### src/rtl/pipeline_hazard_ctrl.sv
// Hazard/sequencing controller for the 5-stage RV32I pipeline: stall/clear
// generation, EX operand forwarding selects and a multi-cycle-unit hold FSM.
module pipeline_hazard_ctrl #(
   parameter int RF_AW = 5
) (
   input  logic             clk,
   input  logic             rst_n,
   input  logic [RF_AW-1:0] id_rs1,
   input  logic [RF_AW-1:0] id_rs2,
   input  logic             id_use_rs1,
   input  logic             id_use_rs2,
   input  logic [RF_AW-1:0] id_rd,
   input  logic             id_we,
   input  logic             id_is_load,
   input  logic             ex_redirect,
   input  logic             mc_start,
   input  logic             mc_done,
   output logic             pc_stall,
   output logic             ifid_stall,
   output logic             ifid_clear,
   output logic             idex_stall,
   output logic             idex_clear,
   output logic             exmem_clear,
   output logic [1:0]       fwd_a,
   output logic [1:0]       fwd_b,
   output logic [31:0]      stall_count
);

   typedef enum logic {
      RUN,
      MC_BUSY
   } state_t;

   typedef struct packed {
      logic             valid;
      logic [RF_AW-1:0] rd;
      logic             we;
      logic             is_load;
   } stage_t;

   typedef struct packed {
      stage_t           info;
      logic [RF_AW-1:0] rs1;
      logic [RF_AW-1:0] rs2;
      logic             use_rs1;
      logic             use_rs2;
   } ex_stage_t;

   state_t      state_q, state_d;
   ex_stage_t   ex_q, ex_d;
   stage_t      mem_q, mem_d;
   stage_t      wb_q, wb_d;
   logic [31:0] stall_count_q, stall_count_d;
   logic        mc_hold;
   logic        load_use;

   // x0 is never a live destination, so bubbles (all-zero entries) cannot match
   function automatic logic live(input stage_t s);
      return s.valid && s.we && (s.rd != '0);
   endfunction

   function automatic logic [1:0] fwd_sel(input logic [RF_AW-1:0] rs, input logic use_rs,
                                          input stage_t mem, input stage_t wb);
      logic [1:0] sel;
      sel = 2'b00;
      if (live(mem) && !mem.is_load && (mem.rd == rs) && use_rs) begin
         sel = 2'b01;
      end else if (live(wb) && (wb.rd == rs)) begin
         sel = 2'b10;
      end
      return sel;
   endfunction

   always_comb begin
      pc_stall    = 1'b0;
      ifid_stall  = 1'b0;
      ifid_clear  = 1'b0;
      idex_stall  = 1'b0;
      idex_clear  = 1'b0;
      exmem_clear = 1'b0;
      state_d     = state_q;
      mc_hold     = (state_q == MC_BUSY) ? !mc_done : (mc_start && !mc_done);
      load_use    = live(ex_q.info) && ex_q.info.is_load &&
                    (((ex_q.info.rd == id_rs1) && id_use_rs1) ||
                     ((ex_q.info.rd == id_rs2) && id_use_rs2));

      // Multi-cycle hold outranks redirect, which outranks the load-use bubble
      if (rst_n) begin
         if (mc_hold) begin
            pc_stall    = 1'b1;
            ifid_stall  = 1'b1;
            idex_stall  = 1'b1;
            exmem_clear = 1'b1;
         end else if (ex_redirect) begin
            ifid_clear = 1'b1;
            idex_clear = 1'b1;
         end else if (load_use) begin
            pc_stall   = 1'b1;
            ifid_stall = 1'b1;
            idex_clear = 1'b1;
         end
      end

      case (state_q)
         RUN:     if (mc_start && !mc_done) state_d = MC_BUSY;
         MC_BUSY: if (mc_done) state_d = RUN;
         default: state_d = RUN;
      endcase

      ex_d = ex_q;
      if (!idex_stall) begin
         if (idex_clear) begin
            ex_d = '0;
         end else begin
            ex_d.info.valid   = 1'b1;
            ex_d.info.rd      = id_rd;
            ex_d.info.we      = id_we;
            ex_d.info.is_load = id_is_load;
            ex_d.rs1          = id_rs1;
            ex_d.rs2          = id_rs2;
            ex_d.use_rs1      = id_use_rs1;
            ex_d.use_rs2      = id_use_rs2;
         end
      end

      mem_d = exmem_clear ? '0 : ex_q.info;
      wb_d  = mem_q;

      stall_count_d = stall_count_q;
      if (pc_stall && (stall_count_q != 32'hFFFF_FFFF)) begin
         stall_count_d = stall_count_q + 32'd1;
      end

      fwd_a = fwd_sel(ex_q.rs1, ex_q.use_rs1, mem_q, wb_q);
      fwd_b = fwd_sel(ex_q.rs2, ex_q.use_rs2, mem_q, wb_q);
   end

   always_ff @(posedge clk or negedge rst_n) begin
      if (!rst_n) begin
         state_q       <= RUN;
         ex_q          <= '0;
         mem_q         <= '0;
         wb_q          <= '0;
         stall_count_q <= '0;
      end else begin
         state_q       <= state_d;
         ex_q          <= ex_d;
         mem_q         <= mem_d;
         wb_q          <= wb_d;
         stall_count_q <= stall_count_d;
      end
   end

   assign stall_count = stall_count_q;

endmodule

### config.mk
export PLATFORM = sky130hd
export DESIGN_NAME = pipeline_hazard_ctrl
export DESIGN_NICKNAME = d
export VERILOG_FILES = /design/src/rtl/pipeline_hazard_ctrl.sv
export SDC_FILE = /design/constraint.sdc
export NUM_CORES = 1
export LEC_CHECK = 0
export BUFFER_PORTS_ARGS = -buffer_cell sky130_fd_sc_hd__buf_2
export CAP_MARGIN = 20
export CORE_AREA = 3 3 109 111
export CTS_CLUSTER_SIZE = 30
export DETAILED_ROUTE_END_ITERATION = 10
export DIE_AREA = 0 0 112 114
export GPL_TIMING_DRIVEN = 0
export PLACE_DENSITY = 0.51
export SLEW_MARGIN = 5
export SYNTH_ARGS = -nofsm -noshare
export SYNTH_HDL_FRONTEND = slang
export SYNTH_SLANG_ARGS = --single-unit
### constraint.sdc
create_clock -name clk -period 4.4 [get_ports clk]
set_clock_uncertainty 0.2 [all_clocks]
set_input_delay 0.22 -clock clk [delete_from_list [all_inputs] [get_ports clk]]
set_output_delay 0.22 -clock clk [all_outputs]
set_load 0.005 [all_outputs]
==> results of run 1 <==
how the worst max path moves through the flow:
stage / startpoint / end / slack, ns
after floorplan: stall_count[0] / stall_count[1] / 2.18
after global placement: rst_n / idex_stall / 1.07
after detailed placement: ex_q[18] / pc_stall / 1.68
after CTS: id_rs1[4] / pc_stall / 1.27
after global routing: rst_n / idex_stall / 1.19
final: id_rs1[4] / pc_stall / 1.33
sequential cells by signal, summed over array words and instances (netlist names):
register	flops
ex_q	20
state_q	1
stall_count	32
wb_q	7
mem_q	8
synthesized netlist by cell type, drive strengths merged, types with 8 or more instances:
master | count | share of area
and3 | 8 | 0.015
buf | 10 | 0.019
nand3 | 19 | 0.029
xor2 | 26 | 0.070
nor2b | 9 | 0.017
dfrtp | 68 | 0.52
nand4 | 12 | 0.023
a22o | 19 | 0.051
nand2 | 18 | 0.021
nor4 | 8 | 0.017
nor2 | 13 | 0.015
xnor2 | 34 | 0.091
cell type report:
type                            count  area (um^2)
Clock inverter                      3         67.6
Fill cell                        1069         6650
Buffer                             12         70.1
Sequential cell                    68         1700
Inverter                            3         11.3
Timing Repair Buffer               87          566
Multi-Input combinational cell    208         1480
Tap cell                          140          175
Clock buffer                       13          169
routing by layer:
layer | global-route usage | wire, um
met3 | 0.0329 | 394
met5 | 0 | 0
met2 | 0.238 | 4120
met4 | 0.0385 | 95
met1 | 0.167 | 3640
report_power, final:
part           total (mW)  internal (mW)  switching [mW]
clock               0.614          0.366           0.247
sequential          0.733          0.675          0.0581
combinational       0.192          0.104          0.0876
total                1.54           1.15           0.393
cell families (layout without fill, tap and decap cells):
group | after synthesis | count (layout) | synth area share
multiplexers | 2 | 2 | 0.00690
XOR/XNOR | 60 | 60 | 0.161
AO/OA/AOI/OAI | 28 | 28 | 0.0793
buffers and inverters | 15 | 118 | 0.0249
flip-flops | 68 | 68 | 0.521
adder cells (fa/ha/maj) | 1 | 1 | 0.00383
AND/OR/NAND/NOR | 117 | 117 | 0.203
worst max-delay path: stages:
cell	delay, ns
dlygate4sd3_1	0.53
buf_2	0.14
xor2_1	0.15
nor4_1	0.42
a32oi_1	0.20
o41ai_4	0.49
buf_4	0.28
buf_4	0.12
buf_2	0.09
==> flow_summary_export.csv, run 1 <==
group,metric,value,unit
synthesis,synth_edf_count,0,
routing,drtIter0Drc,69,
placed_design,io_buffers,65,
global_route,grt_start_max_net_pins,43,
run_status,status,"complete, no violations",
routing,dr.pass1.iters,4,
clock_network,cts_num_sinks,68,
final_layout,final_cells,534,
routing,viasPerCell,4.76,
placed_design,place_inst,497,
sta,setup_tns,0,ns
clock_network,clk_pin_slew,0.07,ns
placed_design,gp_congestion,0.825,
final_layout,num_antenna_cells,0,
synthesis,yosys_warnings,0,
placed_design,hpwl,5900,um
worst_setup_path,worst-setup-path-type,"input port to primary output",
job,drv_cap,0,
worst_setup_path,ff2ff_setup_slack,1.74,ns
sta,setup_viol,0,
sta,fmax,0.326,GHz
min_path,hold_depth,3,
synthesis,syn_inst,291,
placed_design,place_worst_setup_slack,1.68,ns
floorplan,initial_core_util,0.300,
clock_network,postCtsHoldBufs,21,
worst_setup_path,worstPathMaxFanout,11,
final_layout,area_growth,29.9,%
clock_network,clock_path_buffers,2,
min_path,hp-start,"mc_start",
clock_network,clock_latency,0.35,ns
final_layout,layout.nets,414,
sta,whs,0.0339,ns
power,design_power_total,1.54,mW
global_route,grt_pass1_wl,13800,um
synthesis,synthFlopType,"dfrtp_1",
synthesis,postSynth.asyncResetShare,1.00,
sta,period_needed,3.07,ns
final_layout,drive_gt1_frac,0.244,
synthesis,synth.distinct_cells,38,
clock_network,cts_tree,"built",
synthesis,syn_area,3260,um^2
worst_setup_path,start_kind,"input port",
routing,drc,0,
floorplan,fp.coreArea,10900,um^2
placed_design,placed_area,3790,um^2
routing,post_drt_wl_per_cell,15.4,um
sta,hold_viol_final,0,
clock_network,cts-root-buf,"clkbuf_8",
sta,setup_slack,1.33,ns
routing,ant_nets,0,
sta,relSlewSlack,0.585,
routing,routed_wl,8240,um
worst_setup_path,end_kind,"primary output",
synthesis,yosysSeqAreaShare,0.521,
floorplan,die_w,112,um
power,p_per_area,363,nW/um^2
worst_setup_path,cp.required,3.98,ns
power,p_leak,1.98,nW
sta,rsz0062_at_grt,"no",
synthesis,ys_seq_elements,68,
global_route,gr-total-overflow,0,
synthesis,syn_nets,316,
floorplan,dieHeight,114,um
worst_setup_path,crit-reg2reg-launch,"ex_q[18]",
global_route,grt_pass1_vias,2673,
routing,vias,2541,
worst_setup_path,rr_endpoint,"stall_count[31]",
global_route,grt_usage,0.135,
sta,finalCritPeriodShare,0.698,
sta,slew_viol_final,0,
clock_network,ctsResizeCount,0,
floorplan,dieArea,12800,um^2
final_layout,final_cell_area,4240,um^2
clock_network,post-cts-setup-buffers,0,
final_layout,fin_util,0.390,
floorplan,num_io_pins,66,
clock_network,numCtsBuffers,9,
min_path,worstHoldPathType,"input port to flop",
final_layout,final_cell_mix,"buf_2, dfrtp_1, xnor2_1, xor2_1, dlygate4sd3_1",
global_route,grt_antenna_before_repair,0,
min_path,hold-path-endpoint,"state_q",
floorplan,row_count,38,
synthesis,synth.avg_cell_area,11.2,um^2
clock_network,h-tree-depth,3,
power,ir_worst_vdd,0.000127,V
sta,tightest_slew,0.618,ns
worst_setup_path,r2r_cells,7,
worst_setup_path,arrival,2.65,ns
final_layout,final_common_cell,"buf_2",
Note: power is estimated with default switching activity, not from simulation.
==> run 2: changes to the inputs <==
- PLACE_DENSITY: 0.51 -> 0.53
- clock period: 4.4 -> 2.5 ns (I/O delays scaled with it)
==> run 2 against run 1 <==
Net effect:
- the flow now finishes with violations (setup timing)
- sequential power rose by 77%
- critical path depth fell by 2
- clock-buffer cell count fell by 1
- clock power rose by 46%
- critical endpoint is now stall_count[18]
- wire length rose by 3.5%
- critical path type is now flop to flop
==> flow_summary_export.csv, run 2 (synthesized netlist as in run 1, its figures left out) <==
group,metric,value,unit
final_layout,num_antenna_cells,0,
routing,ant_nets,0,
routing,wl_met3,286,um
floorplan,num_io_pins,66,
clock_network,numCtsBuffers,9,
clock_network,clock_latency,0.33,ns
sta,relSlewSlack,0.625,
floorplan,fp.coreArea,10900,um^2
power,combPwrFrac,0.163,
sta,setup_tns,-0.0851,ns
worst_setup_path,crit-reg2reg-launch,"ex_q[18]",
power,p_per_area,567,nW/um^2
worst_setup_path,r2r_cells,7,
routing,highest_layer,"met4",
worst_setup_path,arrival,2.55,ns
sta,finalCritPeriodShare,1.02,
final_layout,largest_register_ffs,32,
power,cellInternalPower,1.94,mW
floorplan,initial_core_util,0.300,
floorplan,dieArea,12800,um^2
clock_network,cts_num_sinks,68,
sta,fmax,0.394,GHz
min_path,worstHoldPathType,"input port to asynchronous set/reset pin",
power,p_leak,2.12,nW
power,ir_worst_vdd,0.000258,V
routing,wl_met1,3710,um
power,p_seq_frac,0.495,
global_route,grt_pass1_wl,14400,um
routing,vias,2623,
job,drv_cap,0,
power,swShare,0.261,
sta,period_needed,2.54,ns
floorplan,dieHeight,114,um
worst_setup_path,end_kind,"flop",
global_route,grt_start_max_net_pins,45,
final_layout,final_cell_mix,"buf_2, dfrtp_1, xnor2_1, xor2_1, dlygate4sd3_1",
sta,setup_viol,5,
run_status,status,"complete, but fails checks",
global_route,grt_usage,0.140,
worst_setup_path,cp.required,2.51,ns
final_layout,final_common_cell,"buf_2",
sta,hold_viol_final,0,
placed_design,placed_area,3790,um^2
power,design_power_total,2.62,mW
routing,drc,0,
sta,rsz0062_at_grt,"yes",
power,power_frac_clock,0.342,
global_route,grt_antenna_before_repair,0,
worst_setup_path,start_kind,"flop",
global_route,gr-total-overflow,0,
worst_setup_path,worst-setup-path-type,"flop to flop",
clock_network,h-tree-depth,3,
routing,routed_wl,8530,um
sta,setup_slack,-0.0413,ns
clock_network,clk_pin_slew,0.07,ns
final_layout,layout.nets,432,
placed_design,gp_congestion,0.829,
floorplan,die_w,112,um
final_layout,area_growth,41.7,%
placed_design,io_buffers,65,
routing,post_drt_wl_per_cell,15.5,um
sta,tightest_slew,0.560,ns
power,switchingPower,685,uW
worst_setup_path,ff2ff_setup_slack,-0.04,ns
routing,viasPerCell,4.77,
routing,drtIter0Drc,58,
floorplan,row_count,38,
clock_network,cts-root-buf,"clkbuf_8",
sta,slew_viol_final,0,
worst_setup_path,rr_endpoint,"stall_count[18]",
routing,met2WireLength,4470,um
clock_network,cts_tree,"built",
final_layout,final_cell_area,4620,um^2
global_route,grt_pass1_vias,2812,
placed_design,hpwl,5910,um
run_status,failed_checks,"setup timing",
final_layout,drive_gt1_frac,0.337,
worst_setup_path,worstPathMaxFanout,5,
routing,dr.pass1.iters,4,
clock_network,clock_path_buffers,2,
final_layout,fin_util,0.425,
==> run 2: worst max path at each step <==
stage                                  to  depth (start not counted)           start
after global routing             pc_stall                          7        ex_q[14]
after detailed placement  stall_count[31]                          7        ex_q[18]
after CTS                        pc_stall                          7        ex_q[15]
after floorplan            stall_count[1]                          8  stall_count[0]
after global placement    stall_count[31]                          6           rst_n
final                     stall_count[18]                          7        ex_q[18]
==> run 2: final cells by class <==
cell class / count / area, um^2
Tap cell: 140 / 175
Clock inverter: 2 / 35.0
Timing Repair Buffer: 106 / 820
Buffer: 11 / 86.3
Multi-Input combinational cell: 208 / 1640
Sequential cell: 68 / 1710
Fill cell: 1073 / 6260
Inverter: 3 / 11.3
Clock buffer: 12 / 155
==> run 2: critical path, cell delays in order (launching register included) <==
cell	delay (ns)
dfrtp_2	0.47
xor2_2	0.18
nor4_4	0.32
a32oi_2	0.14
o41ai_4	0.42
buf_4	0.23
nor2b_4	0.16
mux2_4	0.30
==> run 2: through the flow <==
stage | setup slack (ns) | cells | hold WS [ns]
2_1_floorplan | 0.284 | 291 | -0.371
3_3_place_gp | -0.714 | 496 | 0.146
3_5_place_dp | -0.229 | 497 | -0.125
4_1_cts | -0.157 | 546 | -0.103
5_1_grt | -0.116 | 550 | 0.0116
6_report | -0.0413 | 550 | 0.00592
==> run 2: layer usage <==
layer,vias up,track usage
met5,-,0
met2,44,0.251
met3,7,0.0377
met4,0,0.0248
li1,1276,-
met1,1296,0.170
==> run 2: power groups by stage <==
stage               combinational, mW  sequential, mW  clock [mW]
finish                          0.427            1.30       0.896
floorplan                       0.181            1.29           0
detailed placement              0.322            1.31           0
global route                    0.472            1.32       0.981
global placement                0.310            1.31           0
CTS                             0.412            1.29       0.933
==> run 2: what timing repair did <==
action                     CTS  global route
hold buffers                28             1
pin swaps                   15             8
hold endpoints to repair    89            41
setup buffers                7             3
setup endpoints to repair   36            55
gates cloned                 1             0
gates resized for setup     28            15
==> run 3: changes to the inputs <==
- CORE_AREA: 3 3 109 111 -> 3 3 101 103
- DIE_AREA: 0 0 112 114 -> 0 0 104 106
- PLACE_DENSITY: 0.53 -> 0.57
- clock period: 2.5 -> 2.7 ns (I/O delays scaled with it)
==> run 3 against run 2 <==
Net effect:
- critical path depth grew 2
- power shrank 3.1%
- the run now ends clean
- clock-buffer cell count shrank 2
- final cell count shrank 4.2%
- worst setup slack gained 0.18 ns
- largest power group unchanged
- sequential share of layout area grew 2.4 points
- register-to-register slack gained 0.19 ns
- flip-flop and latch count is the same
- critical path type is now input port to flop
- clock power grew 13%
- first-iteration DRC count grew 14%
- global-route usage grew 1.9 points
- sequential power shrank 8%
==> flow_summary_export.csv, run 3 (synthesized netlist as in run 1, its figures left out) <==
group,metric,value,unit
run_status,status,"complete, no violations",
floorplan,num_io_pins,66,
power,p_leak,2.02,nW
worst_setup_path,start_kind,"input port",
global_route,grt_start_max_net_pins,59,
routing,drtIter0Drc,66,
job,drv_cap,0,
power,design_power_total,2.54,mW
sta,period_needed,2.56,ns
clock_network,clock_path_buffers,2,
placed_design,place_inst,486,
clock_network,cts_num_sinks,68,
global_route,grt_pass1_vias,2825,
clock_network,cts_tree,"built",
sta,hold_viol_final,0,
routing,viasPerCell,4.84,
worst_setup_path,path_cells,"dlygate4sd3_1 > buf_2 > xor2_2 > nor4_2 > a32oi_2 > o41ai_4 > buf_4 > nor2b_2 > mux2_2",
routing,drc,0,
worst_setup_path,arrival,2.57,ns
sta,setup_slack,0.143,ns
worst_setup_path,crit_path_max_incr_delay,0.54,ns
clock_network,numCtsBuffers,9,
floorplan,die_w,104,um
routing,ant_nets,0,
final_layout,layout.nets,418,
min_path,worstHoldPathType,"input port to flop",
clock_network,cts-root-buf,"clkbuf_8",
placed_design,place_worst_setup_slack,0.0248,ns
final_layout,num_antenna_cells,0,
floorplan,dieArea,11000,um^2
floorplan,row_count,35,
floorplan,initial_core_util,0.352,
routing,post_drt_wl_per_cell,15.2,um
final_layout,final_cell_mix,"buf_2, dfrtp_1, xnor2_1, xor2_1, dlygate4sd3_1",
sta,relSlewSlack,0.601,
floorplan,dieHeight,106,um
sta,tightest_slew,0.594,ns
final_layout,drive_gt1_frac,0.269,
placed_design,gp_congestion,0.821,
final_layout,area_growth,33.0,%
global_route,gr-total-overflow,0,
routing,vias,2552,
final_layout,final_cells,527,
sta,fmax,0.391,GHz
routing,routed_wl,8020,um
worst_setup_path,worstPathMaxFanout,4,
final_layout,final_common_cell,"buf_2",
power,p_per_area,585,nW/um^2
global_route,grt_usage,0.158,
worst_setup_path,cp.required,2.72,ns
sta,slew_viol_final,0,
sta,rsz0062_at_grt,"no",
routing,dr.pass1.iters,4,
clock_network,clk_pin_slew,0.07,ns
sta,setup_viol,0,
global_route,grt_pass1_wl,14000,um
placed_design,io_buffers,65,
worst_setup_path,end_kind,"flop",
worst_setup_path,path_delay_family,"buffers and inverters",
power,ir_worst_vdd,0.000327,V
worst_setup_path,crit_buf_inv,3,
clock_network,clock_latency,0.33,ns
placed_design,hpwl,5660,um
final_layout,fin_util,0.468,
final_layout,nFillCells,922,
worst_setup_path,worst-setup-path-type,"input port to flop",
worst_setup_path,crit_slowest_cell,"dlygate4sd3_1",
floorplan,fp.coreArea,9280,um^2
final_layout,largest_register_ffs,32,
global_route,grt_antenna_before_repair,0,
sta,finalCritPeriodShare,0.947,
clock_network,h-tree-depth,3,
[run 3: final timing paths]
kind,from,end,slack (ns),depth (start not counted)
hold / removal,mc_start,ex_q[19],0.12,4
max in group asynchronous,rst_n,ex_q[18],1.31,3
hold reg to reg,mem_q[7],wb_q[7],0.18,0
setup / recovery,id_rs2[4],stall_count[18],0.14,9
min in group asynchronous,rst_n,wb_q[7],0.25,4
setup reg to reg,ex_q[15],stall_count[18],0.15,7
[run 3: what timing repair did]
action | in CTS | in global routing
resized for setup | 4 | 9
buffers inserted | 3 | 0
pin swaps | 3 | 7
hold buffers | 24 | 0
hold endpoints to repair | 89 | 0
cloned | 0 | 0
endpoints found under the setup margin | 2 | 29
[run 3: worst reg2reg max path, cell delays in order, from the launching register on]
cell	delay, ns
dfrtp_2	0.45
xor2_1	0.18
nor4_2	0.39
a32oi_2	0.15
o41ai_4	0.40
buf_4	0.21
nor2b_2	0.13
mux2_2	0.34
[run 3: metal layers]
metal	vias up	share of wire	track usage
met5	-	0	0
met4	0	0.015	0.0513
li1	1243	-	-
met3	12	0.044	0.0486
met2	55	0.51	0.276
met1	1242	0.43	0.187
[run 3: area by class of cell]
class,count,area (um^2),share of cell area
Sequential cell,68,1700,0.392
Multi-Input combinational cell,208,1510,0.349
Timing Repair Buffer,93,642,0.148
Tap cell,129,161,0.0372
Clock buffer,10,128,0.0294
Clock inverter,6,113,0.0259
Buffer,10,70.1,0.0161
Inverter,3,11.3,0.00259
[run 3: where the power goes]
group / switching, mW / internal, mW
registers: 0.0947 / 1.10
logic: 0.150 / 0.183
clock network: 0.396 / 0.616
[run 3: through the flow]
stage                     hold slack [ns]  cell area (um^2)  setup TNS [ns]
after floorplan                    -0.361              3260               0
after global placement              0.157              3750          -19.78
after detailed placement           -0.208              3780               0
after CTS                           0.104              4320               0
after global routing                0.165              4340               0
final                               0.125              4340               0
